**src/rtl/fp16_pkg.sv**
```systemverilog
// Shared definitions for the half-precision ALU scheduler: op codes,
// ALU status codes, scheduler state encoding and common constants.
package fp16_pkg;

    // Operation codes carried on req*_op / alu_op
    localparam logic [1:0] OP_ADD  = 2'b00;
    localparam logic [1:0] OP_SUB  = 2'b01;
    localparam logic [1:0] OP_MUL  = 2'b10;
    localparam logic [1:0] OP_RSVD = 2'b11;

    // ALU exception-check status codes carried on alu_st / rsp_st
    localparam logic [1:0] ST_ZERO = 2'b00;
    localparam logic [1:0] ST_OVF  = 2'b01;
    localparam logic [1:0] ST_UNF  = 2'b10;
    localparam logic [1:0] ST_NORM = 2'b11;

    // Scheduler FSM states
    typedef enum logic [1:0] {
        STATE_IDLE  = 2'd0,
        STATE_ISSUE = 2'd1,
        STATE_WAIT  = 2'd2,
        STATE_RESP  = 2'd3
    } state_e;

    // Result returned for reserved ops and timeouts
    localparam logic [15:0] FP16_ZERO = 16'h0000;

    // Width of the WAIT-state cycle counter (covers TIMEOUT up to 1023)
    localparam int CNT_W = 10;

    // Reserved ops never reach the ALU
    function automatic logic is_rsvd(input logic [1:0] op);
        return op == OP_RSVD;
    endfunction

endpackage

```
**src/rtl/fp16_alu_sched_arb.sv**
```systemverilog
// Two-input round-robin arbiter. On a tie the requester that did not win
// the previous arbitration is granted. last_grant only moves when the
// owner enables an update, so a grant that is not consumed is not counted.
module rr_arb2 (
    input  logic clk,
    input  logic rst_n,
    input  logic req0,
    input  logic req1,
    input  logic en,
    output logic gnt0,
    output logic gnt1
);

    logic last_grant;

    // Requester 0 wins alone, or on a tie when 1 was granted last
    assign gnt0 = req0 & (~req1 | last_grant);
    assign gnt1 = req1 & (~req0 | ~last_grant);

    // Remember which requester was served; reset favours requester 0 next
    always_ff @(posedge clk or negedge rst_n) begin
        if (!rst_n) begin
            last_grant <= 1'b1;
        end else if (en && (gnt0 || gnt1)) begin
            last_grant <= gnt1;
        end
    end

endmodule

```
**src/rtl/fp16_alu_sched.sv**
```systemverilog
// Scheduler in front of the shared fp16 ALU. Two requesters are arbitrated
// round-robin, one operation is in flight at a time, the result is returned
// tagged with the requester id, and sticky overflow/underflow flags are kept.
//
// Handshakes: a transfer happens on a rising edge where valid and ready are
// both 1. req*_ready is combinational and only asserted in IDLE; once
// rsp_valid rises, all rsp_* hold until rsp_ready is seen with it.
module fp16_alu_sched
    import fp16_pkg::*;
#(
    parameter int TIMEOUT = 64
) (
    input  logic        clk,
    input  logic        rst_n,
    input  logic        req0_valid,
    output logic        req0_ready,
    input  logic [1:0]  req0_op,
    input  logic [15:0] req0_a,
    input  logic [15:0] req0_b,
    input  logic        req1_valid,
    output logic        req1_ready,
    input  logic [1:0]  req1_op,
    input  logic [15:0] req1_a,
    input  logic [15:0] req1_b,
    output logic        alu_start,
    output logic [1:0]  alu_op,
    output logic [15:0] alu_a,
    output logic [15:0] alu_b,
    input  logic        alu_done,
    input  logic [15:0] alu_result,
    input  logic [1:0]  alu_st,
    output logic        rsp_valid,
    input  logic        rsp_ready,
    output logic        rsp_id,
    output logic [15:0] rsp_result,
    output logic [1:0]  rsp_st,
    output logic        rsp_err,
    input  logic        flag_clr,
    output logic        sticky_ovf,
    output logic        sticky_unf,
    output logic [1:0]  dbg_state
);

    localparam logic [1:0] S_IDLE  = STATE_IDLE;
    localparam logic [1:0] S_ISSUE = STATE_ISSUE;
    localparam logic [1:0] S_WAIT  = STATE_WAIT;
    localparam logic [1:0] S_RESP  = STATE_RESP;

    localparam logic [CNT_W-1:0] TMO_LIMIT = CNT_W'(TIMEOUT);

    logic [1:0]       state;
    logic [CNT_W-1:0] cnt;
    logic             gnt0;
    logic             gnt1;
    logic             accept;
    logic [1:0]       sel_op;
    logic [15:0]      sel_a;
    logic [15:0]      sel_b;
    logic             sel_rsvd;
    logic             capture;
    logic             timed_out;
    logic             rsp_hs;

    assign dbg_state = state;

    rr_arb2 u_arb (
        .clk   (clk),
        .rst_n (rst_n),
        .req0  (req0_valid),
        .req1  (req1_valid),
        .en    (accept),
        .gnt0  (gnt0),
        .gnt1  (gnt1)
    );

    // A request is taken whenever IDLE sees any valid requester
    assign accept     = (state == S_IDLE) && (req0_valid || req1_valid);
    assign req0_ready = (state == S_IDLE) && gnt0;
    assign req1_ready = (state == S_IDLE) && gnt1;

    // Operand mux for the granted requester
    assign sel_op   = gnt1 ? req1_op : req0_op;
    assign sel_a    = gnt1 ? req1_a  : req0_a;
    assign sel_b    = gnt1 ? req1_b  : req0_b;
    assign sel_rsvd = is_rsvd(sel_op);

    // Done is only honoured in WAIT; it beats a timeout in the same cycle.
    // The counter reaches TIMEOUT on the cycle it would be incremented to it.
    assign capture   = (state == S_WAIT) && alu_done;
    assign timed_out = (state == S_WAIT) && !alu_done && ((cnt + 1'b1) == TMO_LIMIT);
    assign rsp_hs    = (state == S_RESP) && rsp_ready;

    // FSM: IDLE -> ISSUE -> WAIT -> RESP, reserved ops skip straight to RESP
    always_ff @(posedge clk or negedge rst_n) begin
        if (!rst_n) begin
            state <= S_IDLE;
        end else begin
            case (state)
                S_IDLE:  if (accept) state <= sel_rsvd ? S_RESP : S_ISSUE;
                S_ISSUE: state <= S_WAIT;
                S_WAIT:  if (capture || timed_out) state <= S_RESP;
                S_RESP:  if (rsp_hs) state <= S_IDLE;
                default: state <= S_IDLE;
            endcase
        end
    end

    // Cycle counter for the WAIT watchdog, cleared while issuing
    always_ff @(posedge clk or negedge rst_n) begin
        if (!rst_n) begin
            cnt <= '0;
        end else if (state == S_ISSUE) begin
            cnt <= '0;
        end else if (state == S_WAIT) begin
            cnt <= cnt + 1'b1;
        end
    end

    // Latch the winner's op and operands; start pulses for the ISSUE cycle
    always_ff @(posedge clk or negedge rst_n) begin
        if (!rst_n) begin
            alu_start <= 1'b0;
            alu_op    <= OP_ADD;
            alu_a     <= FP16_ZERO;
            alu_b     <= FP16_ZERO;
        end else begin
            alu_start <= accept && !sel_rsvd;
            if (accept) begin
                alu_op <= sel_op;
                alu_a  <= sel_a;
                alu_b  <= sel_b;
            end
        end
    end

    // Response registers: filled on done, timeout or reserved op, held in RESP
    always_ff @(posedge clk or negedge rst_n) begin
        if (!rst_n) begin
            rsp_valid  <= 1'b0;
            rsp_id     <= 1'b0;
            rsp_result <= FP16_ZERO;
            rsp_st     <= ST_ZERO;
            rsp_err    <= 1'b0;
        end else begin
            if (accept) begin
                rsp_id <= gnt1;
                if (sel_rsvd) begin
                    rsp_valid  <= 1'b1;
                    rsp_result <= FP16_ZERO;
                    rsp_st     <= ST_ZERO;
                    rsp_err    <= 1'b1;
                end
            end else if (capture) begin
                rsp_valid  <= 1'b1;
                rsp_result <= alu_result;
                rsp_st     <= alu_st;
                rsp_err    <= 1'b0;
            end else if (timed_out) begin
                rsp_valid  <= 1'b1;
                rsp_result <= FP16_ZERO;
                rsp_st     <= ST_ZERO;
                rsp_err    <= 1'b1;
            end else if (rsp_hs) begin
                rsp_valid  <= 1'b0;
            end
        end
    end

    // Sticky exception flags: a capture in the same cycle as a clear wins
    always_ff @(posedge clk or negedge rst_n) begin
        if (!rst_n) begin
            sticky_ovf <= 1'b0;
            sticky_unf <= 1'b0;
        end else begin
            if (capture && alu_st == ST_OVF) sticky_ovf <= 1'b1;
            else if (flag_clr)               sticky_ovf <= 1'b0;
            if (capture && alu_st == ST_UNF) sticky_unf <= 1'b1;
            else if (flag_clr)               sticky_unf <= 1'b0;
        end
    end

endmodule

```
**config.mk**
```make
export PLATFORM = sky130hd
export DESIGN_NAME = fp16_alu_sched
export DESIGN_NICKNAME = d
export VERILOG_FILES = /design/src/rtl/fp16_pkg.sv /design/src/rtl/fp16_alu_sched_arb.sv /design/src/rtl/fp16_alu_sched.sv
export SDC_FILE = /design/constraint.sdc
export NUM_CORES = 1
export LEC_CHECK = 0
export CORE_ASPECT_RATIO = 0.5
export CORE_MARGIN = 3
export CORE_UTILIZATION = 44
export CTS_CLUSTER_DIAMETER = 40
export DETAILED_ROUTE_END_ITERATION = 8
export GPL_TIMING_DRIVEN = 0
export HOLD_SLACK_MARGIN = 0.1
export PLACE_DENSITY = 0.86
export SLEW_MARGIN = 25
export SYNTH_ARGS = -nofsm -noshare
export SYNTH_HDL_FRONTEND = slang
export SYNTH_SLANG_ARGS = --single-unit
```
**constraint.sdc**
```tcl
create_clock -name clk -period 6.75 [get_ports clk]
set_clock_uncertainty 0.05 [all_clocks]
set_input_delay 1.35 -clock clk [delete_from_list [all_inputs] [get_ports clk]]
set_output_delay 1.35 -clock clk [all_outputs]
set_load 0.01 [all_outputs]
```
==> flow_summary.json, run 1 <==
{
  "status": "completed",
  "placed_area_um2": 4987,
  "firstDrtPassIters": 4,
  "die_area_um2": 8652,
  "place_hpwl_um": 6893,
  "first_global_vias": 2843,
  "setup.worst_path.class": "input pin to output pin",
  "wl_per_cell_um": 16.10,
  "crit_chain": "clkdlybuf4s50_1, a21boi_0, buf_1, and2_1, clkdlybuf4s50_1",
  "antenna_found_initial": 0,
  "drv_slew": 0,
  "cts_max_level": 3,
  "clk_pin_slew_worst_paths_ns": 0.05,
  "final_area_um2": 5286,
  "initialDrtViolationCount": 125,
  "cp.arrival_ns": 3.29,
  "cts_tree": "done",
  "synthArstFlopShare_pct": 100.0,
  "ir_drop_uv": 255.0,
  "multi_input_area_um2": 1410,
  "n_fill_cell": 489,
  "place.gp.congestion": 0.8022,
  "final_cells": 572,
  "drive_above_1_share_pct": 5.000,
  "maxCapViolations": 0,
  "synthFlopType": "dfrtp_1",
  "avgViaCountPerCell": 5.110,
  "grt_max_degree": 51,
  "critPathMaxStageDelay_ns": 0.57,
  "start_util_pct": 47.30,
  "seq_area_frac_synth_pct": 53.79,
  "synth_edf_count": 0,
  "max_freq_ghz": 0.2131,
  "p_total_uw": 2114,
  "min_period_ns": 4.692,
  "antenna_cells": 0,
  "start_kind": "input pin",
  "timing.critical_path.mode_cell": "clkdlybuf4s50_1",
  "register_area_um2": 1778,
  "syn-num-nets": 409,
  "synth.area.top_cells": "dfrtp_1 53%, mux2i_1 11%, o21ai_0 7.3%",
  "dp_cells": 557,
  "rsz0062_at_grt": "no",
  "area_growth_pct": 59.92,
  "syn_area_per_cell_um2": 10.66,
  "fin_setup_tns_ns": 0,
  "endpoint_kind": "output pin",
  "overflow": 0,
  "drc": 0,
  "cts-root-buf": "clkbuf_16",
  "synth_top_cell_area_share_pct": 52.99,
  "ctsResizeCount": 0,
  "power.density_nw_per_um2": 399.8,
  "synth-seq-cells": 71,
  "vias": 2923,
  "layout_worst_path_cycle_share_pct": 69.51,
  "synth_cell_types": 38,
  "worst_hold_startpoint": "alu_b[5]",
  "io_buffers": 154,
  "fin_nets": 575,
  "drt_wl_total_um": 9211,
  "setup_violations": 0,
  "hold_viol": 0,
  "worstPathRequired_ns": 5.35,
  "grt_pass1_wl_um": 14340,
  "synth_area_um2": 3306,
  "cp_slowest_cell": "clkdlybuf4s50_1",
  "relSlewSlack_pct": 48.48,
  "ctsHoldBuffers": 0,
  "synth_cells": 310,
  "core_um2": 6989,
  "die_x_um": 128.6,
  "yosys.area.top_type": "dfrtp_1",
  "cts_sinks": 71,
  "clock_tree.buffer_depth": 2,
  "worst_hold_slack_ns": 0.4265,
  "fp.dieH_um": 67.29,
  "crit_path_max_fanout": 10,
  "r2r_slack_ns": 3.99,
  "rows": 21,
  "min_path_type": "register to register",
  "holdPathStages": 2,
  "ant_nets": 0,
  "leakagePower_uw": 0.002317,
  "r2r_end": "dbg_state[1]",
  "pin_count": 155,
  "cts_setup_buffers": 0,
  "r2r_start": "cnt[0]",
  "reg2regPathDepth": 6,
  "clock_latency_ns": 0.33,
  "grt_usage_pct": 21.53,
  "hold_path_end": "alu_b[5]",
  "tightest_slew_ns": 0.7676,
  "yosys_warnings": 0,
  "cts_buffers": 9
}
==> final cells by class <==
cell class / count / area share, %
Clock buffer: 12 / 4.852
Multi-Input combinational cell: 212 / 26.67
Inverter: 9 / 0.6391
Sequential cell: 71 / 33.63
Tap cell: 92 / 2.178
Buffer: 18 / 1.586
Clock inverter: 3 / 0.8047
Timing Repair Buffer: 155 / 29.63
==> layer usage <==
layer  share of wire (%)  track usage, %
met3                 4.3           5.371
met4                0.74           5.366
met1                  42           27.03
met5                   0               0
met2                  53           38.08
==> kinds of logic after synthesis <==
logic type | after synthesis | share of synthesized area, %
mux | 36 | 10.94
buf+inv | 27 | 3.558
flops | 71 | 53.79
compound gates | 90 | 18.13
xor+xnor | 1 | 0.2650
fa+ha+maj | 6 | 2.271
simple gates | 79 | 11.05
==> metrics by stage <==
step	setup slack (ns)	utilization, %
2_1_floorplan	3.260	-
3_3_place_gp	1.838	71.00
3_5_place_dp	2.032	71.36
4_1_cts	2.032	75.64
5_1_grt	1.939	75.64
6_report	2.058	75.64
==> report_power, final <==
part,total (uW),internal (uW),switching [uW]
Combinational,955,498,457
Clock,468,303,165
Sequential,691,594,96.7
Total,2110,1400,718
==> cells in the mapped netlist (2+ instances only) <==
cell      instances
buf_1             2
a21o_1            2
nand2_1          50
clkbuf_1         13
a22o_1           21
inv_1             9
ha_1              6
and3_1            4
nand3_1           3
a31oi_1           2
o311a_1           2
and2_1            3
and4_1            2
o21ai_0          48
o32ai_1           2
mux2i_1          35
nor2_1            7
dfrtp_1          70
or4b_1            2
a21oi_1           3
nor2b_1           5
buf_6             2
o31ai_1           2
==> flip-flops by register name, indices dropped and copies added (netlist names) <==
signal            cells
alu_op                2
alu_b                16
rsp_st                2
u_arb.last_grant      1
cnt                  10
alu_start             1
rsp_err               1
sticky_unf            1
rsp_result           16
rsp_valid             1
alu_a                16
dbg_state             2
sticky_ovf            1
rsp_id                1
==> worst max-delay path by stage <==
stage                           from         end  slack (ns)  cells after the start
after detailed placement  req1_valid  req1_ready        2.03                      5
after global routing      req1_valid  req1_ready        1.94                      5
after floorplan           req1_valid  req1_ready        3.26                      3
after global placement         rst_n   alu_b[12]        1.84                      1
final                     req1_valid  req1_ready        2.06                      5
after CTS                 req1_valid  req1_ready        2.03                      5
==> critical path: cells and delay by family <==
| kind | cells | cell delay [ns] |
|---|---|---|
| compound gates | 1 | 0.19 |
| buf+inv | 3 | 1.50 |
| simple gates | 1 | 0.24 |
==> placed cells by master, fill, tap and decap left out, types with 3 or more instances in the layout <==
cell	count
clkdlybuf4s50_1	153
dfrtp_1	70
nand2_1	50
o21ai_0	48
mux2i_1	35
a22o_1	21
clkbuf_1	14
inv_1	9
clkbuf_16	9
nor2_1	7
ha_1	6
nor2b_1	5
and3_1	4
and2_1	3
a21oi_1	3
nand3_1	3
Power figures use the tool's default switching activity.
==> run 2, diff against run 1 <==
Settings changed: CORE_UTILIZATION 44 to 41, PLACE_DENSITY 0.86 to 0.81.
Clock period 6.75 ns to 4.7 ns, I/O delays scaled along.
==> flow_summary.json, run 2 (synthesized netlist as in run 1, its figures left out) <==
{
  "maxCapViolations": 0,
  "overflow": 0,
  "io_buffers": 154,
  "p_sw_uw": 1050,
  "rsz0062_at_grt": "no",
  "final_cells": 589,
  "start_kind": "input pin",
  "grt_usage_pct": 20.56,
  "antenna_cells": 0,
  "n_fill_cell": 574,
  "grt_pass1_wl_um": 15190,
  "grt_max_degree": 49,
  "pin_count": 155,
  "power_frac_clock_pct": 23.7,
  "cts-root-buf": "clkbuf_16",
  "area_growth_pct": 61.32,
  "swShare_pct": 33.75,
  "ir_drop_uv": 274.8,
  "cp.arrival_ns": 2.91,
  "rows": 22,
  "multi_input_area_um2": 1410,
  "layout_worst_path_cycle_share_pct": 82.93,
  "ctsResizeCount": 0,
  "endpoint_kind": "output pin",
  "cts_tree": "done",
  "mostFrequentLayoutCells": "153 x clkdlybuf4s50_1, 70 x dfrtp_1, 50 x nand2_1, 48 x o21ai_0, 35 x mux2i_1",
  "relSlewSlack_pct": 46.90,
  "worst-path-buf-inv": 3,
  "die_x_um": 133.0,
  "fp.dieH_um": 69.50,
  "firstDrtPassIters": 4,
  "reg_top3": "alu_a x16, alu_b x16, rsp_result x16",
  "p_total_uw": 3112,
  "status": "completed",
  "comb_power_share_pct": 44.3,
  "ctsHoldBuffers": 0,
  "worst_hold_slack_ns": 0.4269,
  "cts_setup_buffers": 0,
  "min_path_type": "register to register",
  "avgViaCountPerCell": 5.049,
  "critPathMaxStageDelay_ns": 0.58,
  "final_area_um2": 5333,
  "cts_buffers": 9,
  "fin_setup_tns_ns": 0,
  "cts_sinks": 71,
  "worstPathRequired_ns": 3.71,
  "setup_violations": 0,
  "r2r_slack_ns": 1.91,
  "drc": 0,
  "cts_max_level": 3,
  "register_area_um2": 1778,
  "layout_commonest_cell": "clkdlybuf4s50_1",
  "timing.critical_path.mode_cell": "clkdlybuf4s50_1",
  "clock_tree.buffer_depth": 2,
  "power.density_nw_per_um2": 583.6,
  "dp_cells": 573,
  "drive_above_1_share_pct": 4.990,
  "ant_nets": 0,
  "setup.worst_path.class": "input pin to output pin",
  "cp_slowest_cell": "clkdlybuf4s50_1",
  "tightest_slew_ns": 0.7911,
  "clock_latency_ns": 0.33,
  "hold_viol": 0,
  "place.gp.congestion": 0.7873,
  "die_area_um2": 9242,
  "leakagePower_uw": 0.002332,
  "clk_pin_slew_worst_paths_ns": 0.05,
  "crit_path_max_fanout": 10,
  "core_um2": 7570,
  "antenna_found_initial": 0,
  "sequentialPowerShare_pct": 32.0,
  "place_hpwl_um": 6947,
  "wl_per_cell_um": 15.85,
  "start_util_pct": 43.67,
  "vias": 2974,
  "drv_slew": 0,
  "fin_nets": 575,
  "min_period_ns": 3.898,
  "crit_chain": "clkdlybuf4s50_1, a21boi_0, buf_1, and2_1, clkdlybuf4s50_1",
  "cp_top_family": "buffers and inverters",
  "max_freq_ghz": 0.2565,
  "first_global_vias": 2933,
  "drt_wl_total_um": 9337,
  "intPower_uw": 2062,
  "initialDrtViolationCount": 155,
  "placed_area_um2": 5007
}
## run 2: power by group through the flow
stage,sequential (uW),combinational (uW),clock (uW)
floorplan,1090,573,0
global placement,987,1350,0
detailed placement,1000,1390,0
CTS,996,1400,751
global route,1030,1510,784
finish,994,1380,738
## run 2: metal layers
metal	part of all wire, %	vias to the layer above	global-route usage [%]	wire length (um)
met3	5.5	12	7.029	510
met2	52	68	35.45	4865
li1	-	1442	-	-
met5	0	-	0	0
met4	1.1	0	5.876	99
met1	41	1452	24.55	3861
## run 2: path summary, 6_finish.rpt
path	endpoint	from	depth (start not counted)
worst max-delay path	req1_ready	req1_valid	5
worst min-delay path	alu_a[0]	alu_a[0]	2
worst max register to register	dbg_state[1]	cnt[0]	6
worst min register to register	alu_a[0]	alu_a[0]	2
max in group asynchronous	u_arb.last_grant	rst_n	2
min in group asynchronous	cnt[2]	rst_n	1
## run 2: worst register-to-register path, cell delays in order, from the launching register on
cell and delay, ns:
dfrtp_1 0.44, ha_1 0.31, or4b_1 0.53, o311a_1 0.13, or4_4 0.56, a221oi_2 0.31, mux2_1 0.35
## run 2: area by class of cell
cell class              instances  share of cell area (%)
multi-input cells             212                   26.44
well taps                     108                   2.534
clock buffers                  13                   4.880
inverters                       9                  0.6335
clock inverters                 3                   1.220
flip-flops and latches         71                   33.34
repair buffers                155                   29.38
plain buffers                  18                   1.572
## run 2: through the flow
| step | utilization (%) | setup slack [ns] |
|---|---|---|
| after floorplan | - | 2.030 |
| after global placement | 65.82 | 0.2130 |
| after detailed placement | 66.15 | 0.7944 |
| after CTS | 70.45 | 0.7895 |
| after global routing | 70.45 | 0.7088 |
| final | 70.45 | 0.8021 |
